[src/rtl/id_ex_reg.sv]
// ID/EX pipeline register with valid/ready handshake, load-use hazard detection,
// single-bubble insertion, flush and a saturating bubble counter.
`ifndef Itype_L
`define Itype_L 7'b0000011
`endif
`ifndef NO_OP
`define NO_OP 5'd0
`endif
`ifndef ADD
`define ADD 5'd1
`endif
`ifndef SUB
`define SUB 5'd2
`endif

module id_ex_reg #(
    parameter int DATA_W = 32,
    parameter int CNT_W  = 16
) (
    input  logic              clk,
    input  logic              rst_n,
    input  logic              id_valid_i,
    output logic              id_ready_o,
    input  logic [4:0]        id_ALUctrl_i,
    input  logic              id_reg_we_i,
    input  logic              id_op_b_sel_i,
    input  logic              id_reg1_RE_i,
    input  logic              id_reg2_RE_i,
    input  logic [6:0]        id_opcode_i,
    input  logic [2:0]        id_func3_i,
    input  logic [4:0]        id_rs1_i,
    input  logic [4:0]        id_rs2_i,
    input  logic [4:0]        id_rd_i,
    input  logic [DATA_W-1:0] id_op_a_i,
    input  logic [DATA_W-1:0] id_op_b_i,
    input  logic [DATA_W-1:0] id_reg2_data_i,
    input  logic [DATA_W-1:0] id_pc_i,
    input  logic              ex_flush_i,
    input  logic              ex_ready_i,
    output logic              ex_valid_o,
    output logic [4:0]        ex_ALUctrl_o,
    output logic              ex_reg_we_o,
    output logic              ex_op_b_sel_o,
    output logic [6:0]        ex_opcode_o,
    output logic [2:0]        ex_func3_o,
    output logic [4:0]        ex_rs1_o,
    output logic [4:0]        ex_rs2_o,
    output logic [4:0]        ex_rd_o,
    output logic [DATA_W-1:0] ex_op_a_o,
    output logic [DATA_W-1:0] ex_op_b_o,
    output logic [DATA_W-1:0] ex_reg2_data_o,
    output logic [DATA_W-1:0] ex_pc_o,
    output logic              ex_is_load_o,
    output logic              load_use_o,
    output logic [CNT_W-1:0]  bubble_cnt_o
);

    localparam logic [6:0] OPC_LOAD = `Itype_L;
    localparam logic [4:0] ALU_NOP  = `NO_OP;

    function automatic logic [CNT_W-1:0] sat_inc(input logic [CNT_W-1:0] v);
        return (&v) ? v : v + CNT_W'(1);
    endfunction

    logic              valid_q,   valid_d;
    logic [4:0]        alu_q,     alu_d;
    logic              we_q,      we_d;
    logic              bsel_q,    bsel_d;
    logic [6:0]        opc_q,     opc_d;
    logic [2:0]        f3_q,      f3_d;
    logic [4:0]        rs1_q,     rs1_d;
    logic [4:0]        rs2_q,     rs2_d;
    logic [4:0]        rd_q,      rd_d;
    logic [DATA_W-1:0] opa_q,     opa_d;
    logic [DATA_W-1:0] opb_q,     opb_d;
    logic [DATA_W-1:0] r2d_q,     r2d_d;
    logic [DATA_W-1:0] pc_q,      pc_d;
    logic              isld_q,    isld_d;
    logic [CNT_W-1:0]  cnt_q,     cnt_d;

    logic load_use, advance, accept;

    // Hazard looks only at registered EX state and ID source indices.
    assign load_use = valid_q & isld_q & we_q & (rd_q != 5'd0) & id_valid_i &
                      ((id_reg1_RE_i & (id_rs1_i == rd_q)) |
                       (id_reg2_RE_i & (id_rs2_i == rd_q)));
    assign advance  = ex_ready_i | ~valid_q;
    assign accept   = id_valid_i & advance & ~load_use & ~ex_flush_i;

    always_comb begin
        valid_d = valid_q;
        alu_d   = alu_q;
        we_d    = we_q;
        bsel_d  = bsel_q;
        opc_d   = opc_q;
        f3_d    = f3_q;
        rs1_d   = rs1_q;
        rs2_d   = rs2_q;
        rd_d    = rd_q;
        opa_d   = opa_q;
        opb_d   = opb_q;
        r2d_d   = r2d_q;
        pc_d    = pc_q;
        isld_d  = isld_q;
        cnt_d   = cnt_q;
        if (ex_flush_i) begin
            valid_d = 1'b0;
            alu_d   = ALU_NOP;
            we_d    = 1'b0;
            isld_d  = 1'b0;
        end else if (accept) begin
            valid_d = 1'b1;
            alu_d   = id_ALUctrl_i;
            we_d    = id_reg_we_i;
            bsel_d  = id_op_b_sel_i;
            opc_d   = id_opcode_i;
            f3_d    = id_func3_i;
            rs1_d   = id_rs1_i;
            rs2_d   = id_rs2_i;
            rd_d    = id_rd_i;
            opa_d   = id_op_a_i;
            opb_d   = id_op_b_i;
            r2d_d   = id_reg2_data_i;
            pc_d    = id_pc_i;
            isld_d  = (id_opcode_i == OPC_LOAD);
        end else if (advance) begin
            // Bubble: data fields keep stale values, only control is cleared.
            valid_d = 1'b0;
            alu_d   = ALU_NOP;
            we_d    = 1'b0;
            isld_d  = 1'b0;
            if (load_use) cnt_d = sat_inc(cnt_q);
        end
    end

    always_ff @(posedge clk or negedge rst_n) begin
        if (!rst_n) begin
            valid_q <= 1'b0;
            alu_q   <= ALU_NOP;
            we_q    <= 1'b0;
            bsel_q  <= 1'b0;
            opc_q   <= '0;
            f3_q    <= '0;
            rs1_q   <= '0;
            rs2_q   <= '0;
            rd_q    <= '0;
            opa_q   <= '0;
            opb_q   <= '0;
            r2d_q   <= '0;
            pc_q    <= '0;
            isld_q  <= 1'b0;
            cnt_q   <= '0;
        end else begin
            valid_q <= valid_d;
            alu_q   <= alu_d;
            we_q    <= we_d;
            bsel_q  <= bsel_d;
            opc_q   <= opc_d;
            f3_q    <= f3_d;
            rs1_q   <= rs1_d;
            rs2_q   <= rs2_d;
            rd_q    <= rd_d;
            opa_q   <= opa_d;
            opb_q   <= opb_d;
            r2d_q   <= r2d_d;
            pc_q    <= pc_d;
            isld_q  <= isld_d;
            cnt_q   <= cnt_d;
        end
    end

    assign id_ready_o     = advance & ~load_use & ~ex_flush_i;
    assign load_use_o     = load_use;
    assign ex_valid_o     = valid_q;
    assign ex_ALUctrl_o   = alu_q;
    assign ex_reg_we_o    = we_q;
    assign ex_op_b_sel_o  = bsel_q;
    assign ex_opcode_o    = opc_q;
    assign ex_func3_o     = f3_q;
    assign ex_rs1_o       = rs1_q;
    assign ex_rs2_o       = rs2_q;
    assign ex_rd_o        = rd_q;
    assign ex_op_a_o      = opa_q;
    assign ex_op_b_o      = opb_q;
    assign ex_reg2_data_o = r2d_q;
    assign ex_pc_o        = pc_q;
    assign ex_is_load_o   = isld_q;
    assign bubble_cnt_o   = cnt_q;

endmodule

[config.mk]
export PLATFORM = sky130hd
export DESIGN_NAME = id_ex_reg
export DESIGN_NICKNAME = d
export VERILOG_FILES = /design/src/rtl/id_ex_reg.sv
export SDC_FILE = /design/constraint.sdc
export NUM_CORES = 1
export LEC_CHECK = 0
export BUFFER_PORTS_ARGS = -buffer_cell sky130_fd_sc_hd__buf_2
export CAP_MARGIN = 25
export CORE_AREA = 2 2 134 136
export CTS_BUF_LIST = sky130_fd_sc_hd__clkbuf_8
export CTS_CLUSTER_DIAMETER = 50
export DETAILED_ROUTE_END_ITERATION = 6
export DIE_AREA = 0 0 136 138
export PLACE_DENSITY = 0.79
export SLEW_MARGIN = 20
export SYNTH_ARGS = -nofsm -noshare
export SYNTH_HDL_FRONTEND = slang
export SYNTH_SLANG_ARGS = --single-unit
[constraint.sdc]
create_clock -name clk -period 3.4 [get_ports clk]
set_input_delay 0.34 -clock clk [delete_from_list [all_inputs] [get_ports clk]]
set_output_delay 0.34 -clock clk [all_outputs]
set_load 0.005 [all_outputs]
==> metrics.yaml <==
maxCapViolCount: 0
avgRoutedWirePerCell_um: 16.6
timing.reg2reg.setup_slack_ns: 1.16
drc: 0
wire_length_of_the_first_global_routing_pass_um: 27100
drtPass1Iterations: 4
timing.critical_path.arrival_ns: 1.97
gp_congestion: 0.815
initialDrtViolationCount: 149
critical_path.max_fanout: 17
worst_setup_path_startpoint: "ex_rd_o[4]"
synth_cell_types: 31
final-max-slew-violation-count: 0
timing.critical_path.to_type: "output port"
power_per_cell_area_mw_per_mm2: 544
final_nets: 962
floorplan.core_area_mm2: 0.0175
clock_tree.root_cell: "sky130_fd_sc_hd__clkbuf_8"
worst_slew_margin_rel_pct: 56.4
initial_core_util_pct: 41.3
total_power_mw: 5.23
syn-num-nets: 610
post_synth.cell_area_avg_um2: 16.4
final-hold-violation-count: 0
io_pins: 347
postSynthRegisterBits: 178
cts_max_path_buffers: 2
final.period_utilization_pct: 67.8
post_synth_inst_count: 442
max_clock_freq_ghz: 0.434
numCtsBuffers: 17
max_slew.worst_pin.slew_ns: 0.654
core.rowCount: 49
finClkSkew_ns: 0.0149
tns_ns: 0
post_route_cells_drive_above_1_share_pct: 66.2
layout.cells.non_filler: 1034
start_kind: "flop"
path_clk_slew_ns: 0.10
clock-sinks: 178
period_needed_ns: 2.31
fin_hold_ws_ns: 0.0991
die_area_mm2: 0.0188
port_buf_inserts: 346
hp-start: "id_op_a_i[9]"
holdCritPathClass: "input port to flop"
grt_start_max_net_pins: 85
sequential_fraction_of_the_synthesis_area_pct: 61.5
required_time_worst_endpoint_ns: 3.06
critPathKind: "flop to output port"
grt_remaining_overflow: 0
syn_area_mm2: 0.00724
final_common_cell: "sky130_fd_sc_hd__buf_2"
synthToLayoutAreaGrowth_pct: 32.8
clock_latency_on_the_worst_skew_pair_ns: 0.45
worst_hold_path.num_cells: 2
number_of_global_route_vias_before_repair: 5351
wl_um: 17100
cts_max_level: 4
yosys_warnings: 0
antenna_violations_before_repair: 0
timing.reg2reg.worst_path_depth: 7
cts.repair_timing.setup_buffer_count: 0
rsz0062_at_grt: "false"
route.detailed.vias_per_inst: 4.86
die-height_um: 138
die_w_um: 136
dp_hpwl_um: 12600
p_leak_nw: 4.82
cts_tree: "yes"
place.detailed.instances: 1003
track_usage_pct: 18.3
post-route-util_pct: 54.9
whs_endpoint: "ex_op_a_o[9]"
outcome: "complete, no violations"
antenna_fix_cells: 0
power.ir.vdd_worst_uv: 300
ant_nets: 0
critical_register_to_register_path_endpoint: "ex_reg2_data_o[10]"
setup-violations-final: 0
layout.cells.most_common_list: "sky130_fd_sc_hd__buf_2 (345), sky130_fd_sc_hd__dfrtp_1 (178), sky130_fd_sc_hd__mux2_2 (83)"
route.vias.total: 5028
worst_r2r_startpoint: "ex_rd_o[2]"
==> registers in the layout (all words and copies together) (netlist names) <==
name,flops
ex_reg2_data_o,32
ex_opcode_o,7
ex_rs1_o,5
ex_op_b_o,32
ex_reg_we_o,1
bubble_cnt_o,16
ex_valid_o,1
ex_func3_o,3
ex_pc_o,32
ex_rs2_o,5
ex_rd_o,5
ex_is_load_o,1
ex_ALUctrl_o,5
ex_op_b_sel_o,1
ex_op_a_o,32
==> critical path, stage by stage (launching register included) <==
cell and delay [ns]:
sky130_fd_sc_hd__dfrtp_1 0.44, sky130_fd_sc_hd__xnor2_1 0.19, sky130_fd_sc_hd__nand4_1 0.14, sky130_fd_sc_hd__o22ai_2 0.18, sky130_fd_sc_hd__buf_4 0.24, sky130_fd_sc_hd__and2_1 0.17, sky130_fd_sc_hd__nor2_1 0.04, sky130_fd_sc_hd__buf_2 0.13
==> what timing repair did <==
action	CTS	global route
gates resized for setup	0	0
endpoints found under the hold margin	68	0
hold buffers	1	0
==> layout make-up <==
cell class / instances / area (um^2)
clock buffer: 18 / 248
clock inverter: 12 / 170
fill: 1508 / 7910
multi-input combinational: 245 / 2640
sequential: 178 / 4450
tap: 229 / 287
timing repair buffer: 352 / 1820
==> worst max-delay path by stage <==
stage / end / slack, ns / depth (start not counted)
2_1_floorplan: ex_op_a_o[8] / 1.52 / 7
3_3_place_gp: ex_op_b_sel_o / 1.21 / 8
3_5_place_dp: ex_reg2_data_o[10] / 1.18 / 8
4_1_cts: id_ready_o / 1.06 / 7
5_1_grt: id_ready_o / 0.92 / 7
6_report: id_ready_o / 1.09 / 7
==> metrics by stage <==
step                worst slack, ns  cell area [um^2]
global placement               1.21              9190
global route                  0.924              9620
CTS                            1.06              9620
detailed placement             1.18              9190
finish                         1.09              9620
floorplan                      1.52              7240
==> synth_stat cells <==
cell                       count  share of area [%]
sky130_fd_sc_hd__buf_1         1              0.052
sky130_fd_sc_hd__a22o_1        7               0.85
sky130_fd_sc_hd__a31o_2        1               0.12
sky130_fd_sc_hd__dfrtp_1     178                 61
sky130_fd_sc_hd__xnor2_1      24                2.9
sky130_fd_sc_hd__nor3_1        1              0.069
sky130_fd_sc_hd__ha_1          1               0.17
sky130_fd_sc_hd__mux2_2       83                 13
sky130_fd_sc_hd__buf_2         8               0.55
sky130_fd_sc_hd__and4_1        1               0.12
sky130_fd_sc_hd__and3_1        9               0.78
sky130_fd_sc_hd__o22ai_2       1               0.17
sky130_fd_sc_hd__nand3b_1      1               0.10
sky130_fd_sc_hd__nor2b_1       1              0.086
sky130_fd_sc_hd__clkbuf_1      1              0.052
sky130_fd_sc_hd__buf_6         9                1.4
sky130_fd_sc_hd__nand2_1       4               0.21
sky130_fd_sc_hd__nand2b_1      2               0.17
sky130_fd_sc_hd__nand4_1      12                1.0
sky130_fd_sc_hd__nor3b_2       1               0.17
sky130_fd_sc_hd__mux2_4       63                 13
sky130_fd_sc_hd__mux2_1        9                1.4
sky130_fd_sc_hd__nor2_1        5               0.26
sky130_fd_sc_hd__nor4b_1       1               0.12
sky130_fd_sc_hd__a21oi_4       2               0.45
sky130_fd_sc_hd__and4b_1       1               0.14
sky130_fd_sc_hd__and2_1        3               0.26
sky130_fd_sc_hd__or2_2         1              0.086
sky130_fd_sc_hd__nor4_1        1              0.086
sky130_fd_sc_hd__nand3_1       9               0.62
sky130_fd_sc_hd__o21a_1        1               0.10
==> power breakdown <==
part           internal (mW)  switching (mW)
clock network          0.758           0.800
logic                  0.646           0.407
registers               2.44           0.183
total                   3.84            1.39
==> metal layers <==
| layer | share of wire, % | GRT usage (%) |
|---|---|---|
| met1 | 39 | 21.6 |
| met3 | 8.0 | 5.21 |
| met5 | 0 | 0 |
| met4 | 3.0 | 8.17 |
| met2 | 50 | 31.0 |
==> cells by family after synthesis <==
| family | synth area share [%] |
|---|---|
| buffers and inverters | 2.06 |
| XOR/XNOR | 2.90 |
| AO/OA/AOI/OAI | 1.69 |
| multiplexers | 27.4 |
| adder cells (fa/ha/maj) | 0.173 |
| AND/OR/NAND/NOR | 4.32 |
| flip-flops | 61.5 |
(Power assumes the default switching activity.)
